$ cat config.mk
export PLATFORM = sky130hd
export DESIGN_NAME = perf_counter_unit
export DESIGN_NICKNAME = d
export VERILOG_FILES = /design/src/rtl/mips_pkg.sv /design/src/rtl/sat_counter.sv /design/src/rtl/perf_counter_unit.sv
export SDC_FILE = /design/constraint.sdc
export NUM_CORES = 1
export LEC_CHECK = 0
export CAP_MARGIN = 20
export CELL_PAD_IN_SITES_DETAIL_PLACEMENT = 1
export CELL_PAD_IN_SITES_GLOBAL_PLACEMENT = 2
export CORE_MARGIN = 3
export CORE_UTILIZATION = 26
export DETAILED_ROUTE_END_ITERATION = 10
export PLACE_DENSITY = 0.76
export SLEW_MARGIN = 10
export SYNTH_ARGS = -nofsm -noshare
export SYNTH_HDL_FRONTEND = slang
export SYNTH_SLANG_ARGS = --single-unit
$ cat constraint.sdc
create_clock -name clk -period 2.8 [get_ports clk]
set_clock_uncertainty 0.2 [all_clocks]
set_input_delay 0.56 -clock clk [delete_from_list [all_inputs] [get_ports clk]]
set_output_delay 0.56 -clock clk [all_outputs]
set_load 0.01 [all_outputs]
$ cat src/rtl/mips_pkg.sv
// Shared MIPS decode constants and perf-monitor state type.
// Imported by the retirement-side performance counter unit.
package mips_pkg;

  localparam logic [5:0] OP_RTYPE   = 6'h00;
  localparam logic [5:0] OP_J       = 6'h02;
  localparam logic [5:0] OP_JAL     = 6'h03;
  localparam logic [5:0] OP_BEQ     = 6'h04;
  localparam logic [5:0] OP_BNE     = 6'h05;
  localparam logic [5:0] OP_LW      = 6'h23;
  localparam logic [5:0] OP_SW      = 6'h2B;

  localparam logic [5:0] FN_JR      = 6'h08;
  localparam logic [5:0] FN_SYSCALL = 6'h0C;

  typedef enum logic [1:0] {
    IDLE   = 2'd0,
    RUN    = 2'd1,
    HALTED = 2'd2
  } perf_state_t;

endpackage

$ cat src/rtl/sat_counter.sv
// Up-counter with synchronous reset that sticks at all-ones.
// Used for every statistic in the perf counter unit.
module sat_counter #(
  parameter int WIDTH = 32
) (
  input  logic             clk,
  input  logic             reset,
  input  logic             en,
  output logic [WIDTH-1:0] q
);

  logic [WIDTH-1:0] cnt_q;

  always_ff @(posedge clk) begin
    if (reset) begin
      cnt_q <= '0;
    end else if (en && (cnt_q != '1)) begin
      cnt_q <= cnt_q + WIDTH'(1);
    end
  end

  assign q = cnt_q;

endmodule

$ cat src/rtl/perf_counter_unit.sv
// Retirement perf monitor: counts and classifies retired instructions,
// detects end of program (syscall or watchdog) and freezes the counts.
module perf_counter_unit
  import mips_pkg::*;
#(
  parameter int          WIDTH      = 32,
  parameter logic [31:0] MAX_CYCLES = 32'd100000
) (
  input  logic             clk,
  input  logic             reset,
  input  logic             instr_valid,
  input  logic [31:0]      instr,
  input  logic             branch_taken,
  output logic [WIDTH-1:0] instructionCount,
  output logic [WIDTH-1:0] cycleCount,
  output logic [WIDTH-1:0] loadCount,
  output logic [WIDTH-1:0] storeCount,
  output logic [WIDTH-1:0] branchCount,
  output logic [WIDTH-1:0] takenCount,
  output logic [WIDTH-1:0] jumpCount,
  output logic             runStats,
  output logic             timeout
);

  perf_state_t state_q, state_d;
  logic        timeout_q, timeout_d;

  logic [5:0] op;
  logic [5:0] fn;
  logic       is_ld, is_st, is_br, is_jp, is_sys;
  logic       retire, cyc_en, wd_hit;
  logic [63:0] cyc_ext;

  assign op = instr[31:26];
  assign fn = instr[5:0];

  always_comb begin
    is_ld  = 1'b0;
    is_st  = 1'b0;
    is_br  = 1'b0;
    is_jp  = 1'b0;
    is_sys = 1'b0;
    unique case (1'b1)
      (op == OP_LW):                        is_ld  = 1'b1;
      (op == OP_SW):                        is_st  = 1'b1;
      (op == OP_BEQ), (op == OP_BNE):       is_br  = 1'b1;
      (op == OP_J), (op == OP_JAL):         is_jp  = 1'b1;
      (op == OP_RTYPE && fn == FN_JR):      is_jp  = 1'b1;
      (op == OP_RTYPE && fn == FN_SYSCALL): is_sys = 1'b1;
      default: ;
    endcase
  end

  // IDLE counts the first retirement on the same edge it leaves IDLE
  assign retire  = instr_valid && (state_q != HALTED);
  assign cyc_en  = (state_q == RUN) || retire;
  assign cyc_ext = 64'(cycleCount);
  assign wd_hit  = cyc_en &&
                   (cyc_ext + 64'd1 == {32'd0, MAX_CYCLES});

  always_comb begin
    state_d   = state_q;
    timeout_d = timeout_q;
    unique case (state_q)
      IDLE, RUN: begin
        if (retire && is_sys) begin
          state_d = HALTED;
        end else if (wd_hit) begin
          state_d   = HALTED;
          timeout_d = 1'b1;
        end else if (retire) begin
          state_d = RUN;
        end
      end
      HALTED: ;
      default: state_d = IDLE;
    endcase
  end

  always_ff @(posedge clk) begin
    if (reset) begin
      state_q   <= IDLE;
      timeout_q <= 1'b0;
    end else begin
      state_q   <= state_d;
      timeout_q <= timeout_d;
    end
  end

  sat_counter #(.WIDTH(WIDTH)) u_ins (
    .clk(clk), .reset(reset), .en(retire), .q(instructionCount)
  );
  sat_counter #(.WIDTH(WIDTH)) u_cyc (
    .clk(clk), .reset(reset), .en(cyc_en), .q(cycleCount)
  );
  sat_counter #(.WIDTH(WIDTH)) u_ld (
    .clk(clk), .reset(reset), .en(retire && is_ld), .q(loadCount)
  );
  sat_counter #(.WIDTH(WIDTH)) u_st (
    .clk(clk), .reset(reset), .en(retire && is_st), .q(storeCount)
  );
  sat_counter #(.WIDTH(WIDTH)) u_br (
    .clk(clk), .reset(reset), .en(retire && is_br), .q(branchCount)
  );
  sat_counter #(.WIDTH(WIDTH)) u_tk (
    .clk(clk), .reset(reset),
    .en(retire && is_br && branch_taken), .q(takenCount)
  );
  sat_counter #(.WIDTH(WIDTH)) u_jp (
    .clk(clk), .reset(reset), .en(retire && is_jp), .q(jumpCount)
  );

  assign runStats = (state_q == HALTED);
  assign timeout  = timeout_q;

endmodule

## Word-level counts from Yosys, hierarchy flattened

Cells that the tools add are included.

| cells by class | value |
|---|---|
| add/subtract/negate cells | 8 |
| equality and inequality tests | 20 |
| muxes and demuxes | 9 |
| bitwise operators | 2 |
| reductions and logical operators | 25 |

Operator list:

| operator | count |
|---|---|
| $add 32x1->32 const B | 7 |
| $ne 32x32->1 const B | 7 |
| $add 32x1->33 const B | 1 |
| $eq 33x17->1 const B | 1 |
| $logic_and 1x1->1 | 17 |
| $eq 6x2->1 const B | 2 |
| $eq 6x3->1 const B | 2 |
| $eq 6x4->1 const B | 2 |
| $eq 6x6->1 const B | 2 |
| $logic_not 6->1 | 1 |
| $mux 2 | 3 |
| $mux 1 | 5 |
| $ne 4x4->1 const B | 1 |
| $pmux 2 s2 | 1 |
| $reduce_or 2->1 | 2 |
| $reduce_and 3->1 | 1 |
| $reduce_or 3->1 | 1 |
| $eq 2x1->1 const B | 1 |
| $eq 2x2->1 const B | 1 |
| $logic_not 2->1 | 1 |
| $ne 2x2->1 const B | 1 |
| $not 1->1 | 2 |
| $reduce_and 2->1 | 1 |
| $logic_or 1x1->1 | 1 |

| word-level totals | value |
|---|---|
| bits in registers | 227 |
| input bits | 36 |
| word-level logic and storage cells | 73 |

## Longest topological paths before layout

Gate-level depths: netlist (run 1).

| logic depth | value |
|---|---|
| word-level depth | 7 |
| mapped depth | 10 |
| mapped depth without buffers | 8 |

## Hierarchy

Synthesis (run 1) repeated with hierarchy kept, for this count alone.

| unflattened totals | value |
|---|---|
| cells, all modules | 1,485 |
| area, all modules | 12,375.6 um^2 |

Modules (own cells, without submodules):

| module | instances | cells each | area an instance (um^2) | seq. area each (um^2) |
|---|---|---|---|---|
| sat_counter | 7 | 199 | 1,674.1 | 640.6 |
| perf_counter_unit | 1 | 92 | 656.9 | 60.1 |

## Worst setup path after synthesis (run 1)

OpenSTA, ideal clock, no wires.

| timing | value |
|---|---|
| kind | in2reg |
| from | in instr[28] |
| to | reg u_ld.cnt_q[31] (netlist: u_ld.q[31]) |
| setup time | 59 ps |
| data arrival time | 2,430 ps |
| data required time | 2,541 ps |
| setup slack | 110 ps |
| stages on the path | 7 |
| path buffers | 0 |
| cells stage by stage | nor4bb_1 > nand4_1 > or4_1 > nor3_2 > nand2_1 > or4_1 > nand2_1 |

| on the way | value |
|---|---|
| cells in the longest elaborated chain, start to end | 4 |

RTL lines:

| what | line | text |
|---|---|---|
| start: declaration | perf_counter_unit.sv:12 | `input logic [31:0] instr,` |
| $eq 6x6->1 | perf_counter_unit.sv:44 | `(op == OP_LW): is_ld = 1'b1;` |
| $mux 1 | perf_counter_unit.sv:43 | `unique case (1'b1)` |
| $logic_and 1x1->1 | perf_counter_unit.sv:97 | `.clk(clk), .reset(reset), .en(retire && is_ld), .q(loadCount)` |
| $logic_and 1x1->1 | sat_counter.sv:17 | `end else if (en && (cnt_q != '1)) begin` |
| end signal: assignment | sat_counter.sv:18 | `cnt_q <= cnt_q + WIDTH'(1);` |
| end: declaration | sat_counter.sv:12 | `logic [WIDTH-1:0] cnt_q;` |

Every way passes these cells.
A chain may end at the register's enable or synchronous reset.

## Worst setup path in the final report (run 1)

| timing | value |
|---|---|
| from | reg u_cyc.cnt_q[4] (netlist: u_cyc.q[4]) |
| to | reg state_q[0] |

| on the way | value |
|---|---|
| cells in the longest elaborated chain, start to end | 6 |
| elaborated cells between the ends (all ways) | 8 |

RTL lines:

| what | line | text |
|---|---|---|
| start: declaration | sat_counter.sv:12 |  |
| start signal: assignment | sat_counter.sv:18 |  |
| $add 32x1->33 (*) | perf_counter_unit.sv:59 | `(cyc_ext + 64'd1 == {32'd0, MAX_CYCLES});` |
| $eq 33x17->1 (*) | perf_counter_unit.sv:59 |  |
| $logic_and 1x1->1 (*) | perf_counter_unit.sv:58 | `assign wd_hit = cyc_en &&` |
| $mux 2 | perf_counter_unit.sv:68 | `end else if (wd_hit) begin` |
| $mux 2 | perf_counter_unit.sv:66 | `if (retire && is_sys) begin` |
| $pmux 2 s2 | perf_counter_unit.sv:64 | `unique case (state_q)` |
| end signal: assignment | perf_counter_unit.sv:85 | `state_q <= state_d;` |
| end: declaration | perf_counter_unit.sv:25 | `perf_state_t state_q, state_d;` |

Every way passes the cells marked *; elsewhere a longest branch is shown, timed or not.

==> results of run 1 <==
-- power by group through the flow --
stage               clock [mW]  sequential (mW)  combinational (mW)
global route              4.26             3.25               0.243
finish                    3.99             3.25               0.219
global placement             0             3.32               0.215
CTS                       4.14             3.25               0.221
detailed placement           0             3.32               0.219
floorplan                    0             3.33              0.0851
-- placed cells by master, fill, tap and decap left out, drive strengths merged, types with 18 or more instances in the layout --
master         count
xnor2             90
nand4             83
clkbuf            45
o21ai             41
xor2             105
and4              37
dfxtp            227
and2              18
nand3             89
or3               32
a21oi             39
nand2             95
and3              33
clkdlybuf4s50    236
buf              153
inv               24
nor3              54
nor2             238
-- critical path, cell delays in order, from the launching register on --
cell       delay, ps
dfxtp_1          330
buf_4            160
and4_2           270
buf_4            150
a2111oi_1        390
a41oi_1          120
or4_1            520
nor4_1           200
buf_4            170
nor4_2            40
-- layer usage --
layer  GRT usage [%]  part of all wire (%)  vias up
li1                -                     -     5490
met1            21.3                    45     5431
met2            27.6                    47      212
met3            3.28                   5.4       52
met4            4.24                   2.0        0
met5               0                     0        -
-- path summary, 6_finish.rpt --
path                                 from                      end  slack, ps  depth (start not counted)
setup / recovery  u_cyc.q[4]$_SDFFE_PP0P_  state_q[0]$_SDFFE_PP0P_        110                          9
hold / removal                      reset  u_jp.q[22]$_SDFFE_PP0P_        290                          2
setup reg to reg  u_cyc.q[4]$_SDFFE_PP0P_  state_q[0]$_SDFFE_PP0P_        110                          9
hold reg to reg    u_st.q[1]$_SDFFE_PP0P_   u_st.q[1]$_SDFFE_PP0P_        300                          2
-- kinds of logic after synthesis --
group                      share of synthesized area [%]
buffers and inverters                               3.47
xor gates and xnor gates                            15.3
DFF                                                 40.6
adders and majority gates                          0.783
and+or+nand+nor                                     33.2
AOI/OAI and AO/OA                                   6.06
muxes                                              0.638
-- metrics by stage --
stage / std cells / cell area [um2] / power (mW) / TNS, ps / util [%]
after floorplan: 1358 / 11200 / 3.41 / 0 / -
after global routing: 2288 / 16300 / 7.75 / -36.5 / 38.7
after global placement: 2229 / 15100 / 3.54 / -41030 / 35.8
final: 2288 / 16300 / 7.46 / 0 / 38.7
after CTS: 2286 / 16200 / 7.62 / 0 / 38.3
after detailed placement: 2229 / 15100 / 3.54 / -56350 / 35.8
-- flip-flops by register name (all words and copies together), names as in the netlist --
signal	flops
u_br.q	32
u_cyc.q	32
u_ins.q	32
u_jp.q	32
u_ld.q	32
u_st.q	32
u_tk.q	32
state_q	2
timeout	1
-- what timing repair did --
action,CTS,global route
buffers inserted,1,1
pin swaps,0,6
gates resized for setup,4,38
setup endpoints to repair,13,47
-- area by class of cell --
cell class / count / area, um2 / share of cell area (%)
timing repair buffer: 393 / 3610 / 22.1
clock inverter: 11 / 145 / 0.888
antenna: 1 / 2.50 / 0.0153
inverter: 23 / 86.3 / 0.528
sequential: 227 / 4550 / 27.9
tap: 539 / 674 / 4.13
clock buffer: 45 / 888 / 5.43
multi-input combinational: 1049 / 6390 / 39.1
==> impl_metrics.ini, run 1 <==
[status]
status = finished, final reports clean

[timing]
worstMarginPinSlew_ps = 804
rsz0062_at_grt = true
relSlewSlack_pct = 46.4
finalSetupViolCount = 0
holdWs_ps = 292
maxClockFrequency_ghz = 0.372
final_hold_viol_count = 0
slew_viol_final = 0
fin_ws_ps = 114
fin_crit_sh_pct = 95.9
layout_min_cycle_time_ps = 2690

[setup_path]
crit_path_end_kind = flip-flop
crit_fanout = 6
required_ps = 3010
startpoint_type = flip-flop
path_class = flip-flop to flip-flop
cp.arrival_ps = 2900

[die]
start_util_pct = 26.5
die_y_um = 213
dieArea_mm2 = 0.0456
coreArea_mm2 = 0.0422
row_count = 75
die_w_um = 213
ios = 262

[pwr]
power_density_mw_per_mm2 = 457
p_sw_share_pct = 22.4
pwr-share-clk_pct = 53.5
vdd_drop_max_uv = 367
seq_power_share_pct = 43.6
p_leak_nw = 5.68
p_sw_mw = 1.67
p_comb_share_pct = 2.9
intPower_mw = 5.79

[detailed_routing]
dr_total_vias = 11200
first_iter_violations = 397
ant_nets = 0
viasPerCell = 4.89
drc = 0
wl_per_cell_um = 16.9
drt_pass1_iterations = 4
drt-total-wl_um = 38700

[hold_path]
min-delay-path-class = primary input to flip-flop

[cts]
numClockSinks = 227
clk_latency_ps = 560
cts_max_level = 1
root_buffer = clkbuf_16
cts_tree = built
cts.hold.buffers_added = 0
clk_pin_slew_ps = 60
cts_buffers = 30
cts_buffer_depth = 3

[yosys]
yosysTopAreaCell = dfxtp_1
synth_seq_cells = 227
synth.area.top_cells = dfxtp_1 (41%), xor2_1 (8.2%), nor2_1 (8.0%)
yosysTopAreaCellShare_pct = 40.6
ys_seq_area_share_pct = 40.6
syn_area_mm2 = 0.0112
synth.cells.most_frequent = nor2_1 (238), dfxtp_1 (227), xor2_1 (105)
synthDistinctLibCells = 61
syn-num-nets = 1401
synth_edf_count = 0
synth_most_common_cell = nor2_1
synthFlopType = dfxtp_1
syn_inst = 1358
ys_warn_count = 0
async_flop_share_pct = 0
syn_avg_cell_area_um2 = 8.24

[placement]
dp_worst_setup_slack_ps = -785
place_hpwl_um = 28800
place_congestion = 0.780
port-buffer-count = 241

[finish]
drive_above_1_share_pct = 13.7
layout.nets = 1767
nFillCells = 4975
area_growth_pct = 46.1

[global_route]
grt_pass1_wl_um = 61100
overflow = 0
grt.total_usage_pct = 16.3
grt_max_degree = 86
grt_antenna_before_repair = 1
grt_pass1_vias = 11300

[run]
maxCapViolations = 0
Note: power is estimated with default switching activity, not from simulation.
==> run 2, diff against run 1 <==
- CORE_MARGIN: 3 -> 8
- CORE_UTILIZATION: 26 -> 27
- SYNTH_HIERARCHICAL: not set -> 1
==> run 2 against run 1 <==
The flow now finishes with violations (negative setup slack). Design area grew 11%. Worst hold slack lost 150 ps. Largest cell class unchanged. Register-to-register slack got worse by 200 ps. Wire length up 24%. Maximum frequency is 6.9% lower. Sequential cell count unchanged. Clock-buffer cell count shrank 2. Die area up 16%. Utilization is 1.5 points higher.
==> impl_metrics.ini, run 2 <==
[status]
status = complete, but fails checks
violations = negative setup slack

[die]
start_util_pct = 27.3
dieArea_mm2 = 0.0529
ios = 262
row_count = 78
coreArea_mm2 = 0.0453
die_y_um = 230
die_w_um = 230

[timing]
slew_viol_final = 0
finalSetupTns_ps = -253
layout_min_cycle_time_ps = 2890
finalSetupViolCount = 6
fin_crit_sh_pct = 103
rsz0062_at_grt = true
final_hold_viol_count = 0
maxClockFrequency_ghz = 0.347
worstMarginPinSlew_ps = 671
fin_ws_ps = -85.2
relSlewSlack_pct = 55.1
holdWs_ps = 139

[cts]
cts_buffer_depth = 3
root_buffer = clkbuf_16
clk_pin_slew_ps = 60
cts_tree = built
cts_max_level = 1
cts_buffers = 29
clk_latency_ps = 570
cts.hold.buffers_added = 0
numClockSinks = 227

[setup_path]
path_class = flip-flop to flip-flop
startpoint_type = flip-flop
crit_start = state_q[0]$_SDFFE_PP0P_
r2r_start = state_q[0]$_SDFFE_PP0P_
required_ps = 3090
cp.arrival_ps = 3180
crit_fanout = 3
crit_path_end_kind = flip-flop

[finish]
final_common_cell = clkdlybuf4s50_1
fin_area_mm2 = 0.0182
area_growth_pct = 47.0
nFillCells = 5335
layout.nets = 1938
drive_above_1_share_pct = 19.9
final_cell_mix = clkdlybuf4s50_1 (235), dfxtp_1 (226), buf_4 (203)
diodes = 0

[global_route]
grt_max_degree = 48
grt_antenna_before_repair = 0
grt_pass1_wl_um = 76900
grt.total_usage_pct = 17.2
grt_pass1_vias = 14000
overflow = 0

[yosys]
synthDistinctLibCells = 55
synth.area.top_cells = dfxtp_1 (37%), a21oi_1 (6.3%), or4_1 (5.2%)
synth_edf_count = 0
syn-num-nets = 1528
synthFlopType = dfxtp_1
syn_area_mm2 = 0.0124
ys_seq_area_share_pct = 36.7
synth_seq_cells = 227
synth.cells.most_frequent = dfxtp_1 (227), a21oi_1 (156), nor2_1 (103)
async_flop_share_pct = 0
yosysTopAreaCell = dfxtp_1
ys_warn_count = 6
synth_most_common_cell = dfxtp_1
syn_avg_cell_area_um2 = 8.33
syn_inst = 1485
yosysTopAreaCellShare_pct = 36.7

[placement]
port-buffer-count = 241
place_hpwl_um = 35600
dp_worst_setup_slack_ps = -881
place_congestion = 0.809
placed_area_mm2 = 0.0169

[pwr]
power_density_mw_per_mm2 = 395
vdd_drop_max_uv = 369
p_leak_nw = 5.86
p_total_mw = 7.19

[detailed_routing]
drt_pass1_iterations = 5
drc = 0
dr_total_vias = 13500
wl_per_cell_um = 19.0
drt-total-wl_um = 47900
first_iter_violations = 586
viasPerCell = 5.38
ant_nets = 0

[hold_path]
min-delay-path-class = primary input to flip-flop
hold_start = reset

[run]
maxCapViolations = 0
## run 2: changes by cell type in the layout (fill, tap and decap cells not counted), moves of 13 or more
cell	previous run	this run
o21ai_0	37	59
buf_4	147	203
a21oi_1	38	150
or4_1	7	79
xnor2_1	90	44
o31ai_1	1	82
nand3_2	1	14
nor2_1	238	103
or3_1	32	71
nand2_1	95	78
xor2_1	105	7
nor3_1	50	20
## run 2: metrics by stage
step | cells | utilization (%)
3_3_place_gp | 2452 | 37.4
6_report | 2516 | 40.2
3_5_place_dp | 2452 | 37.4
2_1_floorplan | 1485 | -
4_1_cts | 2512 | 39.8
5_1_grt | 2516 | 40.2
## run 2: path summary, 6_finish.rpt
check / to / slack (ps) / cells after the start
setup / recovery: u_jp/q[25]$_SDFFE_PP0P_ / -90 / 12
hold / removal: u_jp/q[29]$_SDFFE_PP0P_ / 140 / 2
setup reg to reg: u_jp/q[25]$_SDFFE_PP0P_ / -90 / 12
hold reg to reg: timeout$_SDFFE_PP0P_ / 300 / 2
## run 2: worst max-delay path, stage by stage, from the launching register on
cell and delay (ps):
dfxtp_2 330, nand2b_4 130, and2_4 160, nand2b_4 50, or4_4 500, o21ai_4 120
nand4_1 130, buf_6 160, nor4_4 190, buf_4 180, nand3_1 90, or4_1 430
a21oi_1 150
## run 2: power by group
part / switching, mW / internal, mW
Clock: 1.52 / 2.19
Combinational: 0.126 / 0.0953
Sequential: 0.0169 / 3.24
Total: 1.66 / 5.53
## run 2: repair_timing
| item | 4_1_cts | 5_1_grt |
|---|---|---|
| pin swaps | 20 | 20 |
| endpoints found under the setup margin | 24 | 59 |
| buffers inserted | 8 | 6 |
| gates resized for setup | 24 | 39 |
## run 2: cells by family (layout without fill, tap and decap cells)
family	after synthesis	count (layout)	share of synthesized area [%]
buffers and inverters	97	528	3.15
and+or+nand+nor	718	718	34.9
adders and majority gates	7	7	0.708
DFF	227	227	36.7
muxes	22	22	1.92
AOI/OAI and AO/OA	363	363	19.0
xor gates and xnor gates	51	51	3.61
## run 2: per-layer routing
layer  vias to the layer above  GRT usage [%]  part of all wire (%)
met5                         -              0                     0
met4                         0           4.93                   2.6
met3                        68           4.43                   5.3
met2                       231           29.3                    48
met1                      6658           21.2                    44
li1                       6572              -                     -
## run 2: final cells by class
type / instances / area [um2] / share of cell area (%)
Clock inverter: 9 / 73.8 / 0.406
Sequential cell: 227 / 4550 / 25.0
Multi-Input combinational cell: 1161 / 7780 / 42.8
Clock buffer: 43 / 858 / 4.72
Inverter: 20 / 75.1 / 0.413
Timing Repair Buffer: 456 / 4110 / 22.6
Tap cell: 600 / 751 / 4.13
